`config.mk`:
```
export PLATFORM = sky130hd
export DESIGN_NAME = nmr_pulse_sequencer
export DESIGN_NICKNAME = d
export VERILOG_FILES = /design/src/rtl/nmr_pulse_sequencer.sv
export SDC_FILE = /design/constraint.sdc
export NUM_CORES = 1
export LEC_CHECK = 0
export BUFFER_PORTS_ARGS = -buffer_cell sky130_fd_sc_hd__buf_2
export CAP_MARGIN = 20
export CORE_MARGIN = 4
export CORE_UTILIZATION = 50
export CTS_CLUSTER_DIAMETER = 30
export DETAILED_ROUTE_END_ITERATION = 8
export PLACE_DENSITY_LB_ADDON = 0.12
export SETUP_SLACK_MARGIN = 0.2
export SLEW_MARGIN = 25
export SYNTH_ARGS = -nofsm -noshare
export SYNTH_HDL_FRONTEND = slang
export SYNTH_SLANG_ARGS = --single-unit
export TNS_END_PERCENT = 10
```
`constraint.sdc`:
```
create_clock -name clk -period 63.4 [get_ports clk]
set_clock_uncertainty 0.1 [all_clocks]
set_input_delay 15.85 -clock clk [delete_from_list [all_inputs] [get_ports clk]]
set_output_delay 15.85 -clock clk [all_outputs]
set_load 0.02 [all_outputs]
```
`src/rtl/nmr_pulse_sequencer.sv`:
```
// Segment-table pulse sequencer: steps the DDS frequency word through a programmed
// list of segments, gating the transmit path and firing acquisition triggers.
module nmr_pulse_sequencer #(
  parameter int N_SEG  = 8,
  parameter int SEG_AW = 3,
  parameter int DUR_W  = 32
) (
  input  logic              clk,
  input  logic              rst,
  input  logic              cfg_we,
  input  logic [SEG_AW-1:0] cfg_addr,
  input  logic [31:0]       cfg_frq,
  input  logic [DUR_W-1:0]  cfg_dur,
  input  logic [1:0]        cfg_flags,
  input  logic [SEG_AW:0]   seq_len,
  input  logic [15:0]       rep_count,
  input  logic              start,
  input  logic              abort,
  input  logic              dds_valid,
  output logic [31:0]       frq_out,
  output logic              tx_gate,
  output logic              acq_trig,
  output logic              busy,
  output logic              done,
  output logic [SEG_AW-1:0] seg_idx,
  output logic [15:0]       rep_idx
);

  typedef enum logic [2:0] {IDLE, LOAD, SETTLE, RUN, DONE} state_t;

  state_t             state;
  logic [31:0]        tbl_frq   [N_SEG];
  logic [DUR_W-1:0]   tbl_dur   [N_SEG];
  logic [1:0]         tbl_flags [N_SEG];
  logic [DUR_W-1:0]   cnt;
  logic [SEG_AW-1:0]  seg_last;
  logic [15:0]        rep_last;
  logic [1:0]         cur_flags;
  logic               seq_ok;

  assign seq_ok = (seq_len != '0) && (seq_len <= (SEG_AW+1)'(N_SEG));

  // The table is frozen while a sequence plays so a segment can never change mid-run.
  always_ff @(posedge clk or posedge rst) begin
    if (rst) begin
      for (int i = 0; i < N_SEG; i++) begin
        tbl_frq[i]   <= '0;
        tbl_dur[i]   <= '0;
        tbl_flags[i] <= '0;
      end
    end else if (cfg_we && !busy) begin
      tbl_frq[cfg_addr]   <= cfg_frq;
      tbl_dur[cfg_addr]   <= cfg_dur;
      tbl_flags[cfg_addr] <= cfg_flags;
    end
  end

  always_ff @(posedge clk or posedge rst) begin
    if (rst) begin
      state     <= IDLE;
      frq_out   <= '0;
      tx_gate   <= 1'b0;
      acq_trig  <= 1'b0;
      busy      <= 1'b0;
      done      <= 1'b0;
      seg_idx   <= '0;
      rep_idx   <= '0;
      cnt       <= '0;
      seg_last  <= '0;
      rep_last  <= '0;
      cur_flags <= '0;
    end else begin
      acq_trig <= 1'b0;
      done     <= 1'b0;
      if (abort && state != IDLE) begin
        state   <= IDLE;
        tx_gate <= 1'b0;
        frq_out <= '0;
        busy    <= 1'b0;
      end else begin
        case (state)
          IDLE: begin
            if (start && !abort && seq_ok) begin
              seg_last <= SEG_AW'(seq_len - 1'b1);
              rep_last <= (rep_count == 16'd0) ? 16'd0 : rep_count - 16'd1;
              seg_idx  <= '0;
              rep_idx  <= '0;
              busy     <= 1'b1;
              state    <= LOAD;
            end
          end
          LOAD: begin
            frq_out   <= tbl_frq[seg_idx];
            cnt       <= (tbl_dur[seg_idx] == '0) ? DUR_W'(1) : tbl_dur[seg_idx];
            cur_flags <= tbl_flags[seg_idx];
            tx_gate   <= 1'b0;
            state     <= SETTLE;
          end
          SETTLE: begin
            if (dds_valid) begin
              tx_gate  <= cur_flags[0];
              acq_trig <= cur_flags[1];
              state    <= RUN;
            end
          end
          // The counter stops at 1, so the last RUN cycle closes the gate without wrapping.
          RUN: begin
            if (cnt > DUR_W'(1)) begin
              cnt <= cnt - DUR_W'(1);
            end else begin
              tx_gate <= 1'b0;
              if (seg_idx != seg_last) begin
                seg_idx <= seg_idx + 1'b1;
                state   <= LOAD;
              end else if (rep_idx != rep_last) begin
                rep_idx <= rep_idx + 16'd1;
                seg_idx <= '0;
                state   <= LOAD;
              end else begin
                state <= DONE;
              end
            end
          end
          DONE: begin
            done    <= 1'b1;
            frq_out <= '0;
            busy    <= 1'b0;
            state   <= IDLE;
          end
          default: state <= IDLE;
        endcase
      end
    end
  end

endmodule

```
* Word level (Yosys, flattened, before mapping)
Cells that the tools add are included.
** Cells by class
- Order comparisons :: 5
- Bitwise logic cells :: 3
- $add $sub $neg :: 5
- Reductions and logical operators :: 26
- Equal/unequal tests :: 15
- Mux-type cells :: 51
** Operator list (number)
- 256-bit bitwise mux :: 2
- 32-bit 2-to-1 mux :: 8
- 32-bit binary-select mux with 3-bit select :: 2
- 32-bit case mux with 2 select lines :: 2
- 32-bit demux with 3-bit select :: 1
- 16-bit 2-to-1 mux :: 5
- 32-bit by 1-bit greater-than comparator with 1-bit output, second input constant :: 1
- 32-bit zero test :: 1
- 16-bit case mux with 2 select lines :: 1
- 32-bit by 1-bit subtractor with 32-bit output, second input constant :: 1
- 3-bit 2-to-1 mux :: 10
- 16-bit by 1-bit adder with 16-bit output, second input constant :: 1
- 16-bit bitwise mux :: 1
- 16-bit zero test :: 1
- 16-bit inequality test :: 1
- 16-bit by 1-bit subtractor with 16-bit output, second input constant :: 1
- 3-bit inequality test, second input constant :: 4
- 3-bit case mux with 4 select lines :: 1
- 3-bit AND reduction :: 4
- 1-bit 2-to-1 mux :: 10
- 2-bit inequality test, second input constant :: 5
- 3-bit nonzero test :: 3
- 4-bit >= comparator, second input constant :: 2
- 3-bit NOT with 4-bit output :: 2
- other kinds (23) :: 35
** Storage, ports and cells
- Flip-flop bits (word level) :: 639
- Word-level logic and storage cells :: 141
- Input port bits :: 95
- Output and inout bits :: 55

* Logic depth before layout (Yosys ltp)
Gate-level depths: netlist of run 1.
- Depth in word-level cells :: 7
- Depth in mapped cells :: 11
- Mapped depth without buffers :: 8

* Worst setup path before layout of run 1
OpenSTA, ideal clock, no wires.
- Kind :: input-to-reg
- Start point :: input port seq_len[0]
- End point :: register rep_idx[3]
- Stages :: 10
- Buffers on the path :: 2
- Data required time :: 63.222 ns
- Setup slack :: 45.442 ns
- Data arrival time :: 17.780 ns
- Setup time :: 0.078 ns
- Cells stage by stage :: inv_1 -> ha_1 -> nor2b_1 -> xnor2_1 -> and4_1 -> clkbuf_1 -> o21ai_1 -> clkbuf_1 -> or4_1 -> a21oi_1
** Between the ends
- Cells in the longest elaborated chain, start to end :: 5
- Elaborated cells between the ends (all ways) :: 6
- Those cells by class :: order compare: 1; eq/ne: 1; reduce/logical: 4
** Ends and longest elaborated chain
- start, declared :: line 15 : input logic [SEG_AW:0] seq_len,
- 4-bit <= comparator or 4-bit nonzero test (tied branches) :: line 41 : assign seq_ok = (seq_len != '0) && (seq_len <= (SEG_AW+1)'(N_SEG));
- 1-bit logical AND * :: line 41
- 1-bit logical AND * :: line 83 : if (start && !abort && seq_ok) begin
- 2-bit inequality test (no source line) *
- 6-bit AND reduction (no source line) *
- end signal, assigned :: line 116 : rep_idx <= rep_idx + 16'd1;
- end, declared :: line 26 : output logic [15:0] rep_idx
Mark *: on every way between the ends. The rest lies on a longest branch, timed or not.
A chain may end at the register's enable or synchronous reset.

==> impl_metrics.ini, run 1 <==
[detailed_routing]
wl_per_cell_um = 22.7
initialDrtViolationCount = 1093
num_vias = 18400
drt-total-wl_um = 70700
via_per_inst = 5.91
drtAntennaViolNets = 0
drc = 0
drt_first_pass_iters = 5

[setup_path]
path_max_fanout = 170
slowest_stage = buf_4
r2r_end = cnt[0]
path_buf_inv = 6
arrival_ns = 18.87
slowest_delay_ns = 0.76
path_cells = buf_2, inv_8, buf_12, buf_4, buf_16, buf_4
worstSetupPathType = in -> async
cp-end-kind = asynchronous set/reset pin
rr_startpoint = seg_idx[1]
ff2ff_path_depth = 7
rrSetupSlack_ns = 58.78
cp_data_required_time_ns = 63.99
crit_top_cell = buf_4
timing.critical_path.max_delay_family = buffers and inverters
crit_path_start_kind = input port

[finish]
layout_common_cells = dfrtp_1, mux2_2, clkbuf_16
nets = 2345
syn_to_final_growth_pct = 22.5
num-fill-cells = 4420
design_area_mm2 = 0.0359
drive_gt1_share_pct = 47.2
final_common_cell = dfrtp_1
finalNonFillerCells = 3120

[logic_synthesis]
syn_nets = 2150
syn_inst = 2049
yosys_warnings = 0
yosysTopAreaCellShare_pct = 54.6
synth_edf_count = 0
synthArstFlopShare_pct = 100
avgSynthCellArea_um2 = 14.3
mappedNetlistArea_mm2 = 0.0293
synth_flop_cell = dfrtp_1
seq_area_frac_synth_pct = 54.6
synth_top_cell_by_area = dfrtp_1
synth.distinct_cells = 62
ys_ff_latch = 639
synthTopCellsByArea = dfrtp_1, mux2_2, mux4_2

[pwr]
power.total_mw = 1.78
p_leak_nw = 15.2
cellPowerDensity_mw_per_mm2 = 49.5
ir_drop_v = 0.0000268

[die]
start_util_pct = 50.7
die_area_mm2 = 0.0625
die_w_um = 250
core_mm2 = 0.0578
ios = 150
die_h_um = 250
rows = 88

[global_route]
grt_overflow_total = 0
grt_pass1_wl_um = 115000
grt_max_degree = 171
gr-usage-all-layers_pct = 23.2
grt_pass1_vias = 20000
antenna_found_initial = 13

[placement]
place_congestion = 0.798
hpwl_um = 41200
dpl.cell_count = 2862
placement.io_buffers = 149
placedInstanceArea_mm2 = 0.0308

[sta]
slew_headroom_pct = 29.3
finalHoldViolCount = 0
setup_viol = 0
final_max_slew_viol_count = 0
fmax_mhz = 54.7
fin_crit_sh_pct = 28.8
post-route-min-period_ns = 18.28
fin_setup_tns_ns = 0
worst_pin_slew_ns = 1.06
whs_ns = 0.369
grt_setup_unrepaired = false

[clocking]
cts_tree = yes
post_cts.repair.setup_buffers = 0
clkSlewWorstSetupHoldPaths_ns = 0.04
cts_buffer_depth = 3
cts_hold_buf = 0
cts-root-buf = clkbuf_16
cts_sinks = 639
post_cts_resized = 0
numCtsBuffers = 144
h-tree-depth = 4
worstSkewPairLatency_ns = 0.70

[hold_path]
hp-class = reg -> reg
hold_path_end = frq_out[26]
holdCritStartpoint = frq_out[26]
holdPathStages = 2

[run]
max_cap_violations = 0

[outcome]
status = finished, final reports clean
report_power, final:
group	internal (mW)	switching, mW
clock network	0.529	0.221
logic	0.202	0.147
registers	0.583	0.0945
how the worst max path moves through the flow:
| stage | startpoint | end | cells after the start |
|---|---|---|---|
| after floorplan | rst | acq_trig | 1 |
| after global placement | rst | tbl_dur[101] | 5 |
| after detailed placement | rst | tbl_frq[161] | 5 |
| after CTS | rst | tbl_dur[101] | 5 |
| after global routing | rst | tbl_frq[4] | 6 |
| final | rst | tbl_frq[105] | 6 |
stage by stage:
step | setup WS (ns) | util [%]
floorplan | 29.55 | -
global placement | 43.97 | 53.2
detailed placement | 43.88 | 53.3
CTS | 44.61 | 62.0
global route | 44.55 | 62.0
finish | 45.12 | 62.0
cells by family after synthesis:
group / count (synthesis) / synth area share (%)
adders and majority gates: 6 / 0.256
muxes: 728 / 32.5
AOI/OAI and AO/OA: 217 / 4.51
buffers and inverters: 146 / 2.03
DFF: 639 / 54.6
and+or+nand+nor: 281 / 5.15
xor gates and xnor gates: 32 / 0.957
synthesized netlist by cell type, types with 19 or more instances:
cell type,n
dfrtp_1,639
mux2i_1,62
xnor2_1,27
clkbuf_1,85
nor3_1,19
mux2_2,542
mux4_2,124
nand2_1,94
nor2_1,44
buf_2,30
a21oi_1,41
o21ai_0,93
routing by layer:
layer	global-route usage, %	share of wire [%]	routed length (um)
met1	31.1	44	31200
met2	37.6	49	34500
met3	5.56	4.8	3390
met4	7.67	2.1	1480
met5	0	0.13	95
final cells by class:
type / instances / area, um2 / area share (%)
clock buffer: 210 / 4380 / 12.2
clock inverter: 45 / 632 / 1.76
multi-input combinational: 1264 / 12800 / 35.6
timing repair buffer: 182 / 1050 / 2.94
inverter: 13 / 56.3 / 0.157
antenna: 2 / 5.00 / 0.0140
tap: 765 / 957 / 2.67
sequential: 639 / 16000 / 44.6
registers in the layout, indices dropped and copies added, names as in the netlist:
register and count:
frq_out 32, tbl_dur 256, busy 1, tx_gate 1, cur_flags 2, state 3
rep_idx 16, tbl_frq 256, acq_trig 1, rep_last 16, tbl_flags 16, cnt 32
seg_idx 3, seg_last 3, done 1
worst min-delay path, cell delays in order, from the launching register on:
cell     delay [ns]
dfrtp_1        0.33
nand2_1        0.04
o21ai_0        0.06
No activity file was read; power rests on OpenSTA's default activity.
==> run 2, diff against run 1 <==
clock period = 18.1 ns   (was 63.4 ns; I/O delays follow)
==> run 2 against run 1 <==
Against the previous run: register-to-register slack worse by 44 ns; highest routed layer unchanged; count of clock-buffer cells in the layout decreased by 11; via count about the same; final cell count is 0.16% lower.
==> impl_metrics.ini, run 2 (same netlist as run 1, synthesis figures left out) <==
[global_route]
grt_util_met3_pct = 5.42
gr-usage-met2_pct = 38.4
antenna_found_initial = 7
grt_overflow_total = 0
grt_pass1_wl_um = 114000
gr-usage-all-layers_pct = 23.2
use_met1_pct = 31.0
grt_pass1_vias = 19800
busiest_layer = met2
grt_max_degree = 206

[clocking]
worstSkewPairLatency_ns = 0.69
numCtsBuffers = 140
cts_buffer_depth = 3
h-tree-depth = 4
cts_sinks = 639
post_cts.repair.setup_buffers = 0
cts-root-buf = clkbuf_16
post_cts_resized = 0
cts_tree = yes
clkSlewWorstSetupHoldPaths_ns = 0.04
cts_hold_buf = 0

[detailed_routing]
drt-total-wl_um = 71300
drt_first_pass_iters = 5
drc = 0
num_vias = 18400
initialDrtViolationCount = 1013
wl_per_cell_um = 22.9
via_per_inst = 5.92
drtAntennaViolNets = 0

[placement]
dpl.cell_count = 2862
placement.io_buffers = 149
hpwl_um = 40900
place_congestion = 0.817

[finish]
drive_gt1_share_pct = 47.0
final_common_cell = dfrtp_1
nets = 2342
syn_to_final_growth_pct = 21.7
layout_common_cells = dfrtp_1, mux2_2, buf_2
largestRegisters = tbl_dur x256, tbl_frq x256
finalNonFillerCells = 3115
diodes = 0
num-fill-cells = 4427

[sta]
final_max_slew_viol_count = 0
fin_crit_sh_pct = 38.6
slew_headroom_pct = 27.5
fmax_mhz = 143
setup_viol = 0
post-route-min-period_ns = 6.99
finalHoldViolCount = 0
whs_ns = 0.369
grt_setup_unrepaired = false
worst_pin_slew_ns = 1.09
fin_setup_tns_ns = 0

[setup_path]
worstSetupPathType = in -> reg
path_max_fanout = 41
arrival_ns = 7.45
crit_path_start_kind = input port
cp-end-kind = register
crit_start = cfg_addr[2]
cp_data_required_time_ns = 18.56
rr_startpoint = busy

[pwr]
p_leak_nw = 15.1
ir_drop_v = 0.0000975
cellPowerDensity_mw_per_mm2 = 172

[outcome]
status = finished, final reports clean

[die]
die_w_um = 250
ios = 150
die_area_mm2 = 0.0625
core_mm2 = 0.0578
rows = 88
start_util_pct = 50.7
die_h_um = 250

[hold_path]
holdCritStartpoint = frq_out[21]
hp-class = reg -> reg

[run]
max_cap_violations = 0
==> run 2: per-stage QoR <==
stage	cell area [um2]	total power [mW]	util, %	setup WS, ns
after floorplan	29300	3.26	-	4.75
after global placement	30800	3.53	53.3	10.48
after detailed placement	30800	3.61	53.3	10.40
after CTS	35600	6.16	61.5	11.13
after global routing	35600	6.43	61.7	11.07
final	35600	6.11	61.7	11.11
==> run 2: layer usage <==
layer  part of all wire [%]  routed length (um)
met5                   0.10                  72
met4                    1.8                1270
met3                    4.5                3240
met2                     50               35400
met1                     44               31300
==> run 2: cell type report <==
cell class,count,area [um2],share of cell area [%]
Sequential cell,639,16000,44.9
Timing Repair Buffer,183,1100,3.08
Tap cell,765,957,2.69
Clock buffer,199,4130,11.6
Inverter,13,52.6,0.147
Clock inverter,52,634,1.78
Multi-Input combinational cell,1264,12800,35.8
==> run 2: final timing paths <==
path | endpoint | slack (ns) | cells after the start
worst max-delay path | tbl_frq[128] | 11.11 | 5
worst min-delay path | frq_out[21] | 0.37 | 2
worst max register to register | tbl_frq[128] | 14.48 | 4
worst min register to register | frq_out[21] | 0.37 | 2
max in group asynchronous | tbl_frq[63] | 11.88 | 5
min in group asynchronous | rep_last[8] | 3.97 | 3
==> run 2: where the power goes <==
group,total (mW),internal [mW],leakage [nW],switching (mW)
clock,2.51,1.74,2.33,0.770
sequential,2.37,2.04,7.83,0.333
combinational,1.23,0.710,4.91,0.517
total,6.11,4.49,15.1,1.62
==> run 2: worst max-delay path, cell delays in order <==
cell,delay (ns)
buf_2,0.12
nor3b_1,0.55
nor2b_4,0.98
buf_4,0.80
mux2_2,0.42
==> run 3, diff against run 2 <==
clock period = 6.2 ns   (was 18.1 ns; I/O delays follow)
==> run 3 against run 2 <==
Against the previous run: count of clock-buffer cells in the layout grew 2; via count grew 0.42%; wire length shrank 0.57%; final area grew 0.81%; power grew to 3.0 times the previous value; critical path depth shrank 3; final cell count grew 0.19%; clock power grew to 3.1 times the previous value; non-clock buffer count shrank 2.
==> impl_metrics.ini, run 3 (same netlist as run 1, synthesis figures left out) <==
[outcome]
status = finished, final reports clean

[clocking]
clkSlewWorstSetupHoldPaths_ns = 0.04
h-tree-depth = 4
post_cts.repair.setup_buffers = 0
worstSkewPairLatency_ns = 0.69
cts_tree = yes
post_cts_resized = 0
numCtsBuffers = 143
cts_sinks = 639
cts_hold_buf = 0
cts_buffer_depth = 3
cts-root-buf = clkbuf_16

[finish]
syn_to_final_growth_pct = 22.7
drive_gt1_share_pct = 47.4
largestRegisters = tbl_dur x256, tbl_frq x256
num-fill-cells = 4399
finalNonFillerCells = 3121
layout_common_cells = dfrtp_1, mux2_2, clkbuf_16, buf_2, mux4_2
final_common_cell = dfrtp_1
utilization_pct = 62.2
nets = 2343

[die]
die_h_um = 250
core_mm2 = 0.0578
start_util_pct = 50.7
rows = 88
die_area_mm2 = 0.0625
ios = 150
die_w_um = 250

[setup_path]
arrival_ns = 2.44
worstSetupPathType = reg -> out
path_max_fanout = 38
cp-end-kind = output pin
crit_path_start_kind = register
cp_data_required_time_ns = 4.55

[placement]
hpwl_um = 41100
placement.io_buffers = 149
dpl.cell_count = 2861
dp_slack_ns = 1.94
place_congestion = 0.801

[sta]
timing.final.ws_setup_ns = 2.11
post-route-min-period_ns = 4.09
whs_ns = 0.369
grt_setup_unrepaired = false
slew_headroom_pct = 31.7
final_max_slew_viol_count = 0
fmax_mhz = 245
setup_viol = 0
fin_crit_sh_pct = 65.9
finalHoldViolCount = 0
worst_pin_slew_ns = 1.02

[pwr]
sw_frac_of_total_pct = 26.0
cellPowerDensity_mw_per_mm2 = 508
ir_drop_v = 0.000302
switchingPower_mw = 4.76
p_leak_nw = 15.2
clock_power_share_pct = 42.5
power_frac_seq_pct = 38.0
pwr-share-comb_pct = 19.6
power.total_mw = 18.3
p_int_mw = 13.5

[detailed_routing]
drtAntennaViolNets = 0
via_per_inst = 5.93
drt-total-wl_um = 70900
drt_first_pass_iters = 5
drc = 0
num_vias = 18500
initialDrtViolationCount = 929
wl_per_cell_um = 22.7

[global_route]
grt_overflow_total = 0
antenna_found_initial = 11
grt_pass1_vias = 19900
gr-usage-all-layers_pct = 23.1
grt_pass1_wl_um = 114000
grt_max_degree = 196

[run]
max_cap_violations = 0

[hold_path]
hp-class = reg -> reg
run 3: cell count changes in the layout (fill, tap and decap cells not counted), sizes merged:
cell	previous run	this run
bufinv	12	18
inv	20	15
clkinvlp	11	7
clkinv	22	29
clkbuf	199	201
buf	183	181
diode	0	2
run 3: worst max-delay path, stage by stage (launching register included):
cell and delay (ns):
dfrtp_4 0.91, buf_4 0.56, buf_2 0.26
run 3: power by group through the flow:
stage / combinational, mW / clock [mW] / sequential, mW
2_1_floorplan: 2.73 / 0 / 6.78
3_3_place_gp: 3.45 / 0 / 6.83
3_5_place_dp: 3.59 / 0 / 6.97
4_1_cts: 3.62 / 7.87 / 6.92
5_1_grt: 3.94 / 8.11 / 7.14
6_report: 3.57 / 7.75 / 6.93
run 3: layout make-up:
cell class	instances	area [um2]	area share, %
Antenna cell	2	5.00	0.0139
Sequential cell	639	16000	44.5
Clock buffer	201	4260	11.9
Multi-Input combinational cell	1264	12800	35.5
Tap cell	765	957	2.66
Clock inverter	56	787	2.19
Inverter	13	52.6	0.146
Timing Repair Buffer	181	1090	3.04
run 3: routing by layer:
| layer | vias up | share of wire (%) | track usage [%] |
|---|---|---|---|
| met3 | 137 | 5.2 | 5.75 |
| li1 | 8118 | - | - |
| met1 | 9836 | 43 | 30.5 |
| met5 | - | 0.14 | 0 |
| met4 | 18 | 1.9 | 7.12 |
| met2 | 414 | 49 | 38.0 |
run 3: worst paths after layout:
| check | from | end | slack, ns | cells past startpoint |
|---|---|---|---|---|
| hold reg to reg | frq_out[24] | frq_out[24] | 0.37 | 2 |
| hold / removal | frq_out[24] | frq_out[24] | 0.37 | 2 |
| min in group asynchronous | rst | tbl_dur[14] | 0.96 | 2 |
| max in group asynchronous | rst | tbl_dur[53] | 3.49 | 4 |
| setup / recovery | seg_idx[1] | seg_idx[1] | 2.11 | 2 |
| setup reg to reg | seg_idx[0] | cnt[0] | 2.75 | 6 |
run 3: stage by stage:
stage	cell area [um2]	setup TNS, ns
2_1_floorplan	29300	-2670.22
5_1_grt	35900	0
6_report	35900	0
3_3_place_gp	30800	0
3_5_place_dp	30800	0
4_1_cts	35900	0
